**src/rtl/mod_counter_arbiter.sv**
```systemverilog
// mod_counter_arbiter
//   Shares one programmable modulo-N counter among NREQ requesters. A
//   round-robin arbiter picks a requester in IDLE and latches its modulus.
//   The counter then sweeps 0..mod-1 once, pulses done to the winner and
//   releases the grant.
//
// Parameters
//   NREQ  number of requesters (2..8)
//   CW    counter / modulus width
//
// Ports
//   clk        rising-edge clock
//   reset      synchronous, active-high reset
//   hold       (only with MOD_ARB_HOLD_EN) freezes the sweep while in RUN
//   req        level request per requester
//   req_mod    modulus per requester, slice i = [i*CW +: CW]
//   grant      one-hot grant, visible for the RUN phase only
//   count      shared counter value
//   busy       high in LOAD and RUN
//   wrap       high in the RUN cycle where count == mod-1 (not while held)
//   done       one-cycle one-hot pulse to the requester that finished
//   abort      one-cycle pulse after the granted request dropped
//   state_dbg  current FSM state (IDLE=0, LOAD=1, RUN=2, DONE=3)
//
// Configuration
//   MOD_ARB_HOLD_EN  defined: adds the hold input. Undefined: RUN always
//                    advances every cycle.
//
// Handshake: req[i] is a level-sensitive valid that must stay high until
// done[i] or abort pulses; grant[i] is the ready/ownership indication. Dropping
// req[i] while granted (LOAD or RUN) ends the sweep with abort instead of done.
module mod_counter_arbiter #(
    parameter int NREQ = 4,
    parameter int CW   = 4
) (
    input  logic                 clk,
    input  logic                 reset,
`ifdef MOD_ARB_HOLD_EN
    input  logic                 hold,
`endif
    input  logic [NREQ-1:0]      req,
    input  logic [NREQ*CW-1:0]   req_mod,
    output logic [NREQ-1:0]      grant,
    output logic [CW-1:0]        count,
    output logic                 busy,
    output logic                 wrap,
    output logic [NREQ-1:0]      done,
    output logic                 abort,
    output logic [1:0]           state_dbg
);

    localparam int PW = (NREQ > 1) ? $clog2(NREQ) : 1;

    typedef enum logic [1:0] {
        S_IDLE = 2'd0,
        S_LOAD = 2'd1,
        S_RUN  = 2'd2,
        S_DONE = 2'd3
    } state_t;

    state_t          state;
    logic [PW-1:0]   ptr;       // round-robin starting point
    logic [PW-1:0]   win;       // index of the current owner
    logic [CW-1:0]   last_q;    // final count of the sweep (mod-1, min 0)

    logic            hold_eff;
    logic            found;
    logic [PW-1:0]   pick;
    logic [CW-1:0]   pick_mod;
    logic [CW-1:0]   pick_last;
    logic [PW-1:0]   next_ptr;
    logic [NREQ-1:0] win_onehot;

`ifdef MOD_ARB_HOLD_EN
    assign hold_eff = hold;
`else
    assign hold_eff = 1'b0;
`endif

    // Scan from ptr upward with wraparound. Walking the offsets from high to
    // low lets the lowest offset (closest to ptr) win the last assignment.
    always_comb begin
        int j;
        found = 1'b0;
        pick  = '0;
        j     = 0;
        for (int i = NREQ - 1; i >= 0; i--) begin
            j = int'(ptr) + i;
            if (j >= NREQ) j = j - NREQ;
            if (req[j]) begin
                found = 1'b1;
                pick  = PW'(j);
            end
        end
    end

    assign pick_mod  = req_mod[int'(pick)*CW +: CW];
    // A modulus of 0 or 1 both give a single-cycle sweep ending at count 0.
    assign pick_last = (pick_mod <= CW'(1)) ? '0 : pick_mod - CW'(1);

    assign next_ptr   = (win == PW'(NREQ - 1)) ? '0 : win + PW'(1);
    assign win_onehot = NREQ'(1) << win;

    assign wrap      = (state == S_RUN) && (count == last_q) && !hold_eff;
    assign state_dbg = state;

    always_ff @(posedge clk) begin
        if (reset) begin
            state  <= S_IDLE;
            ptr    <= '0;
            win    <= '0;
            last_q <= '0;
            grant  <= '0;
            count  <= '0;
            busy   <= 1'b0;
            done   <= '0;
            abort  <= 1'b0;
        end else begin
            done  <= '0;
            abort <= 1'b0;
            case (state)
                S_IDLE: begin
                    if (found) begin
                        win    <= pick;
                        last_q <= pick_last;
                        busy   <= 1'b1;
                        count  <= '0;
                        state  <= S_LOAD;
                    end
                end
                S_LOAD: begin
                    if (!req[win]) begin
                        abort <= 1'b1;
                        busy  <= 1'b0;
                        ptr   <= next_ptr;
                        state <= S_IDLE;
                    end else begin
                        grant <= win_onehot;
                        count <= '0;
                        state <= S_RUN;
                    end
                end
                S_RUN: begin
                    if (!req[win]) begin
                        // Abort wins over hold and over the final count.
                        abort <= 1'b1;
                        grant <= '0;
                        busy  <= 1'b0;
                        count <= '0;
                        ptr   <= next_ptr;
                        state <= S_IDLE;
                    end else if (!hold_eff) begin
                        if (count == last_q) begin
                            done  <= grant;
                            grant <= '0;
                            busy  <= 1'b0;
                            count <= '0;
                            state <= S_DONE;
                        end else begin
                            count <= count + CW'(1);
                        end
                    end
                end
                S_DONE: begin
                    ptr   <= next_ptr;
                    state <= S_IDLE;
                end
                default: state <= S_IDLE;
            endcase
        end
    end

endmodule

```
**config.mk**
```make
export PLATFORM = sky130hd
export DESIGN_NAME = mod_counter_arbiter
export DESIGN_NICKNAME = d
export VERILOG_FILES = /design/src/rtl/mod_counter_arbiter.sv
export SDC_FILE = /design/constraint.sdc
export NUM_CORES = 1
export LEC_CHECK = 0
export CORE_ASPECT_RATIO = 0.6
export CORE_MARGIN = 2
export CORE_UTILIZATION = 29
export DETAILED_ROUTE_END_ITERATION = 10
export DONT_BUFFER_PORTS = 1
export PLACE_DENSITY = 0.51
export SLEW_MARGIN = 20
export SYNTH_ARGS = -nofsm -noshare
export SYNTH_HDL_FRONTEND = slang
export SYNTH_SLANG_ARGS = --single-unit
```
**constraint.sdc**
```tcl
create_clock -name clk -period 4.05 [get_ports clk]
set_input_delay 0.81 -clock clk [delete_from_list [all_inputs] [get_ports clk]]
set_output_delay 0.81 -clock clk [all_outputs]
set_load 0.05 [all_outputs]
```
==> impl_metrics.toml, run 1 <==
[grt]
grt_antenna_before_repair = 0
met1_usage_pct = 18.3
grt_start_max_net_pins = 22
grt_usage_pct = 11.7
grt.busiest_layer = "met1"
grt_pass1_vias = 1025
gr-usage-met3_pct = 3.20
overflow = 0
grt_use_met2_pct = 16.3
grt_first_pass_wirelength_um = 5130

[die]
rows = 19
dieHeight_um = 58.8
initial_core_util_pct = 31.0
dieArea_mm2 = 0.00561
die_x_um = 95.3
core_mm2 = 0.00468
io_pins = 39

[layout]
syn2layout_area_growth_pct = 8.97
multi_input_area_um2 = 913
stdcell_count = 224
mostFrequentLayoutCells = "dfxtp_1 (24), a21oi_1 (16), nor2_1 (14)"
mostFrequentLayoutCell = "dfxtp_1"
nets = 196
n_antenna_cell = 0
final_layout_size_suffix_gt1_share_pct = 11.2
nFillCells = 493
regArea_um2 = 480

[clock_network]
cts-resized-gates = 0
cts_setup_buffers = 0
cts_made_buffers = 3
clock_sinks = 24
cts_max_path_buffers = 2
insertion_delay_ns = 0.27
clkTransAtPathRegs_ns = 0.09
h-tree-depth = 1
cts_hold_buffers = 0
tritoncts = "yes"
cts-root-buf = "clkbuf_8"

[routing]
via_per_inst = 4.96
route.detailed.drc = 0
wl_um = 3220
drtIter0Drc = 36
postRouteAntennaNets = 0
firstDrtPassIters = 4
dr_total_vias = 1111
wl_per_cell_um = 14.4

[min_path]
worst_hold_path_type = "reg -> reg"
hp-start = "last_q[2]"
whs_path_depth = 2
hold_end = "last_q[2]"

[yosys]
yosys_warnings = 0
async_flop_share_pct = 0
synth_seq_cells = 24
synth_fp_nets = 196
synthCells = 162
ys.flop_type = "dfxtp_1"
synth_edf_count = 0
avgSynthCellArea_um2 = 8.96
synthDistinctLibCells = 36
ys_seq_area_share_pct = 33.1
netlist_area_mm2 = 0.00145

[worst_setup_path]
crit_arrival_ns = 2.11
critPathKind = "reg -> out"
crit_family = "simple AND/OR/NAND/NOR gates"
rrSetupSlack_ns = 1.40
cp_cell_sequence = "xor2_1 > nor4_1 > and2_1"
path_max_fanout = 6
end_kind = "output pin"
path_buf_inv = 0
reg2regPathDepth = 9
reg2reg_from = "ptr[0]"
cpMaxStageDelayCell = "dfxtp_1"
start_kind = "flop"
worstPathRequired_ns = 3.24
r2r-end = "last_q[1]"
critPathMaxStageDelay_ns = 0.77

[power_and_ir_drop]
vdd_drop_max_mv = 0.146
powerDensity_mw_per_mm2 = 413
power_leakage_uw = 0.000632

[timing]
post-route-min-period_ns = 2.92
max-slew-margin-rel_pct = 48.0
setup_slack_ns = 1.13
fin_crit_sh_pct = 72.1
skew_ns = 0.00414
rsz0062_at_grt = "no"
max_freq_mhz = 342
fin_setup_tns_ns = 0
hold_viol = 0
slew_viol_final = 0
finalSetupViolCount = 0
tightest_slew_ns = 0.773

[placed_design]
post-place-ws_ns = 0.962
hpwl_um = 2540
gp_congestion = 0.856
portBuffers = 0
dp_cells = 220

[job]
cap_violations = 0

[status]
outcome = "finished, final reports clean"
area by class of cell:
cell class                      count  area share [%]
Tap cell                           63            4.98
Clock inverter                      1            1.90
Multi-Input combinational cell    123            57.8
Sequential cell                    24            30.4
Clock buffer                        3            2.61
Inverter                           10            2.37
how the worst max path moves through the flow:
stage | slack, ns | cells after the start | to | startpoint
after floorplan | 1.19 | 9 | last_q[0] | req[3]
after global placement | 1.09 | 9 | last_q[0] | req[3]
after detailed placement | 0.96 | 9 | last_q[1] | req[0]
after CTS | 1.07 | 3 | wrap | count[0]
after global routing | 0.95 | 3 | wrap | count[0]
final | 1.13 | 3 | wrap | count[0]
stage by stage:
| stage | area (um2) | util, % | power [uW] | hold slack, ns |
|---|---|---|---|---|
| final | 1580 | 33.8 | 654 | 0.522 |
| after global routing | 1580 | 33.8 | 688 | 0.560 |
| after CTS | 1580 | 33.8 | 659 | 0.521 |
| after detailed placement | 1510 | 32.2 | 442 | 0.507 |
| after global placement | 1510 | 32.2 | 435 | 0.505 |
| after floorplan | 1450 | - | 413 | 0.470 |
tightest hold or removal path: cells and delay by family (launching register included):
family,cells,cell delay (ns)
AO/OA/AOI/OAI,1,0.05
flip-flops,1,0.33
AND/OR/NAND/NOR,1,0.10
report_power, final:
group	total (uW)	switching, uW	internal (uW)
Clock	217	85.2	132
Sequential	290	36.7	253
Combinational	146	80.2	66.2
Total	654	202	452
cells in the mapped netlist (2+ instances only):
cell      number  area share (%)
nand3b_1       6             3.1
mux2i_1       10             6.9
a211oi_1       4             2.1
a22o_1         2             1.2
nor2_1        14             3.6
nor3_1         2            0.69
o21ai_0        4             1.4
and2_1         5             2.2
or2_2          2            0.86
ha_1          12              10
dfxtp_1       24              33
or2b_2         2             1.2
mux2_2         4             3.1
nand3_1        2            0.69
o21a_1         2             1.0
xor2_1         4             2.4
clkbuf_1       4             1.0
nor2b_1        2            0.86
nand2b_1       6             2.6
and3_1         2            0.86
a21oi_1       16             5.5
inv_1          9             2.3
nor4_1         2            0.86
nand2_1       10             2.6
logic make-up after synthesis:
logic type / synth area share (%)
flops: 33.1
compound gates: 18.1
buf+inv: 3.96
simple gates: 20.5
fa+ha+maj: 10.3
xor+xnor: 2.41
mux: 11.6
state kept, by name (all words and copies together) (netlist names):
register and flops:
last_q 4, done 4, ptr 2, grant 4
win 2, busy 1, state_dbg 2, abort 1
count 4
per-layer routing:
| layer | wire, um | vias to the layer above |
|---|---|---|
| met3 | 241 | 0 |
| met1 | 1670 | 515 |
| met5 | 0 | - |
| li1 | - | 560 |
| met2 | 1310 | 36 |
| met4 | 0 | 0 |
Power figures use the tool's default switching activity.
==> inputs of run 2 (changes only) <==
Settings changed: PLACE_DENSITY 0.51 to 0.52.
Clock period 4.05 ns to 2.4 ns, I/O delays scaled along.
==> run 2 against run 1 <==
Non-clock buffer count up 19. Wire length is 7.7% higher. Core utilization is 3.3 points higher. Cell count is 8.0% higher. Sequential cell count is the same. Global-route usage up 1.3 points. Clock skew down 0.0024 ns. Worst setup slack got worse by 1.0 ns.
==> impl_metrics.toml, run 2 (synthesized netlist as in run 1, its figures left out) <==
[layout]
final_layout_size_suffix_gt1_share_pct = 22.9
mostFrequentLayoutCell = "dfxtp_1"
mostFrequentLayoutCells = "dfxtp_1 (23), buf_4 (19), a21oi_1 (16)"
syn2layout_area_growth_pct = 19.7
n_antenna_cell = 0
nets = 215
nFillCells = 473
final_util_pct = 37.1

[worst_setup_path]
reg2reg_from = "ptr[0]"
start_kind = "flop"
crit_arrival_ns = 2.52
end_kind = "flop"
critPathKind = "reg -> reg"
rrSetupSlack_ns = 0.09
worstPathRequired_ns = 2.61
path_max_fanout = 4
cp-startpoint = "ptr[0]"

[power_and_ir_drop]
power_leakage_uw = 0.000725
powerDensity_mw_per_mm2 = 593
finalPower_uw = 1030
vdd_drop_max_mv = 0.228

[clock_network]
clkTransAtPathRegs_ns = 0.08
cts_made_buffers = 3
clock_sinks = 24
cts_max_path_buffers = 2
cts_hold_buffers = 0
cts-root-buf = "clkbuf_8"
tritoncts = "yes"
h-tree-depth = 1
insertion_delay_ns = 0.26

[min_path]
hp-start = "reset"
worst_hold_path_type = "in -> reg"

[die]
die_x_um = 95.3
initial_core_util_pct = 31.0
rows = 19
dieHeight_um = 58.8
io_pins = 39
core_mm2 = 0.00468
dieArea_mm2 = 0.00561

[timing]
tightest_slew_ns = 0.546
max-slew-margin-rel_pct = 63.5
hold_viol = 0
finalSetupViolCount = 0
slew_viol_final = 0
fin_setup_tns_ns = 0
post-route-min-period_ns = 2.31
max_freq_mhz = 434
fin_crit_sh_pct = 96.1
rsz0062_at_grt = "yes"
skew_ns = 0.00174

[routing]
wl_um = 3470
route.detailed.drc = 0
drtIter0Drc = 19
postRouteAntennaNets = 0
firstDrtPassIters = 4
dr_total_vias = 1170
wl_per_cell_um = 14.3
via_per_inst = 4.83

[placed_design]
gp_congestion = 0.709
portBuffers = 0
hpwl_um = 2780

[job]
cap_violations = 0

[grt]
overflow = 0
grt_pass1_vias = 1190
grt_antenna_before_repair = 0
grt_start_max_net_pins = 22
grt_first_pass_wirelength_um = 5690
grt_usage_pct = 13.1

[status]
outcome = "finished, final reports clean"
[run 2: area by class of cell]
| cell class | count | area [um2] | area share, % |
|---|---|---|---|
| Sequential cell | 24 | 482 | 27.7 |
| Inverter | 10 | 40.0 | 2.30 |
| Clock buffer | 3 | 41.3 | 2.38 |
| Tap cell | 63 | 78.8 | 4.54 |
| Timing Repair Buffer | 19 | 143 | 8.21 |
| Multi-Input combinational cell | 123 | 953 | 54.9 |
[run 2: path summary, 6_finish.rpt]
path | endpoint | depth (start not counted)
min reg2reg | last_q[0] | 1
min | count[2] | 1
max reg2reg | last_q[1] | 9
max | last_q[1] | 9
[run 2: metal layers]
layer	share of wire, %	wire length (um)	vias to the layer above	track usage (%)
met2	44	1520	33	20.1
met4	0.40	14	0	3.31
met1	48	1680	537	17.8
li1	-	-	598	-
met3	7.5	261	2	4.23
met5	0	0	-	0
[run 2: metrics by stage]
step | instances | hold WS [ns] | area, um2 | setup WS, ns
final | 242 | 0.279 | 1740 | 0.0946
after global routing | 242 | 0.263 | 1740 | -0.0171
after CTS | 239 | 0.266 | 1710 | 0.0164
after detailed placement | 235 | 0.507 | 1660 | -0.0951
after global placement | 235 | 0.503 | 1660 | -0.0365
after floorplan | 162 | 0.470 | 1490 | -0.0542
[run 2: power breakdown]
part	total, uW	switching [uW]	internal, uW
combinational	322	164	158
clock	233	121	112
sequential	476	48.1	428
[run 2: timing repair]
action                                  in CTS  in global routing
buffers inserted                             1                  3
resized for setup                            0                  3
endpoints found under the hold margin        0                  0
pin swaps                                    1                  4
gates cloned                                 0                  0
endpoints found under the setup margin       2                  3
[run 2: critical path, stage by stage (launching register included)]
cell,delay (ns)
dfxtp_2,0.34
inv_2,0.04
a22o_4,0.24
a221oi_4,0.36
mux2i_1,0.12
mux2_4,0.32
ha_4,0.16
or2_4,0.24
a311oi_2,0.27
a22o_1,0.16
==> inputs of run 3 (changes only) <==
Settings changed: ABC_CLOCK_PERIOD_IN_PS set to 2400.
==> results of run 3 <==
The final DEF is identical to that of run 2; final timing and power are the same.
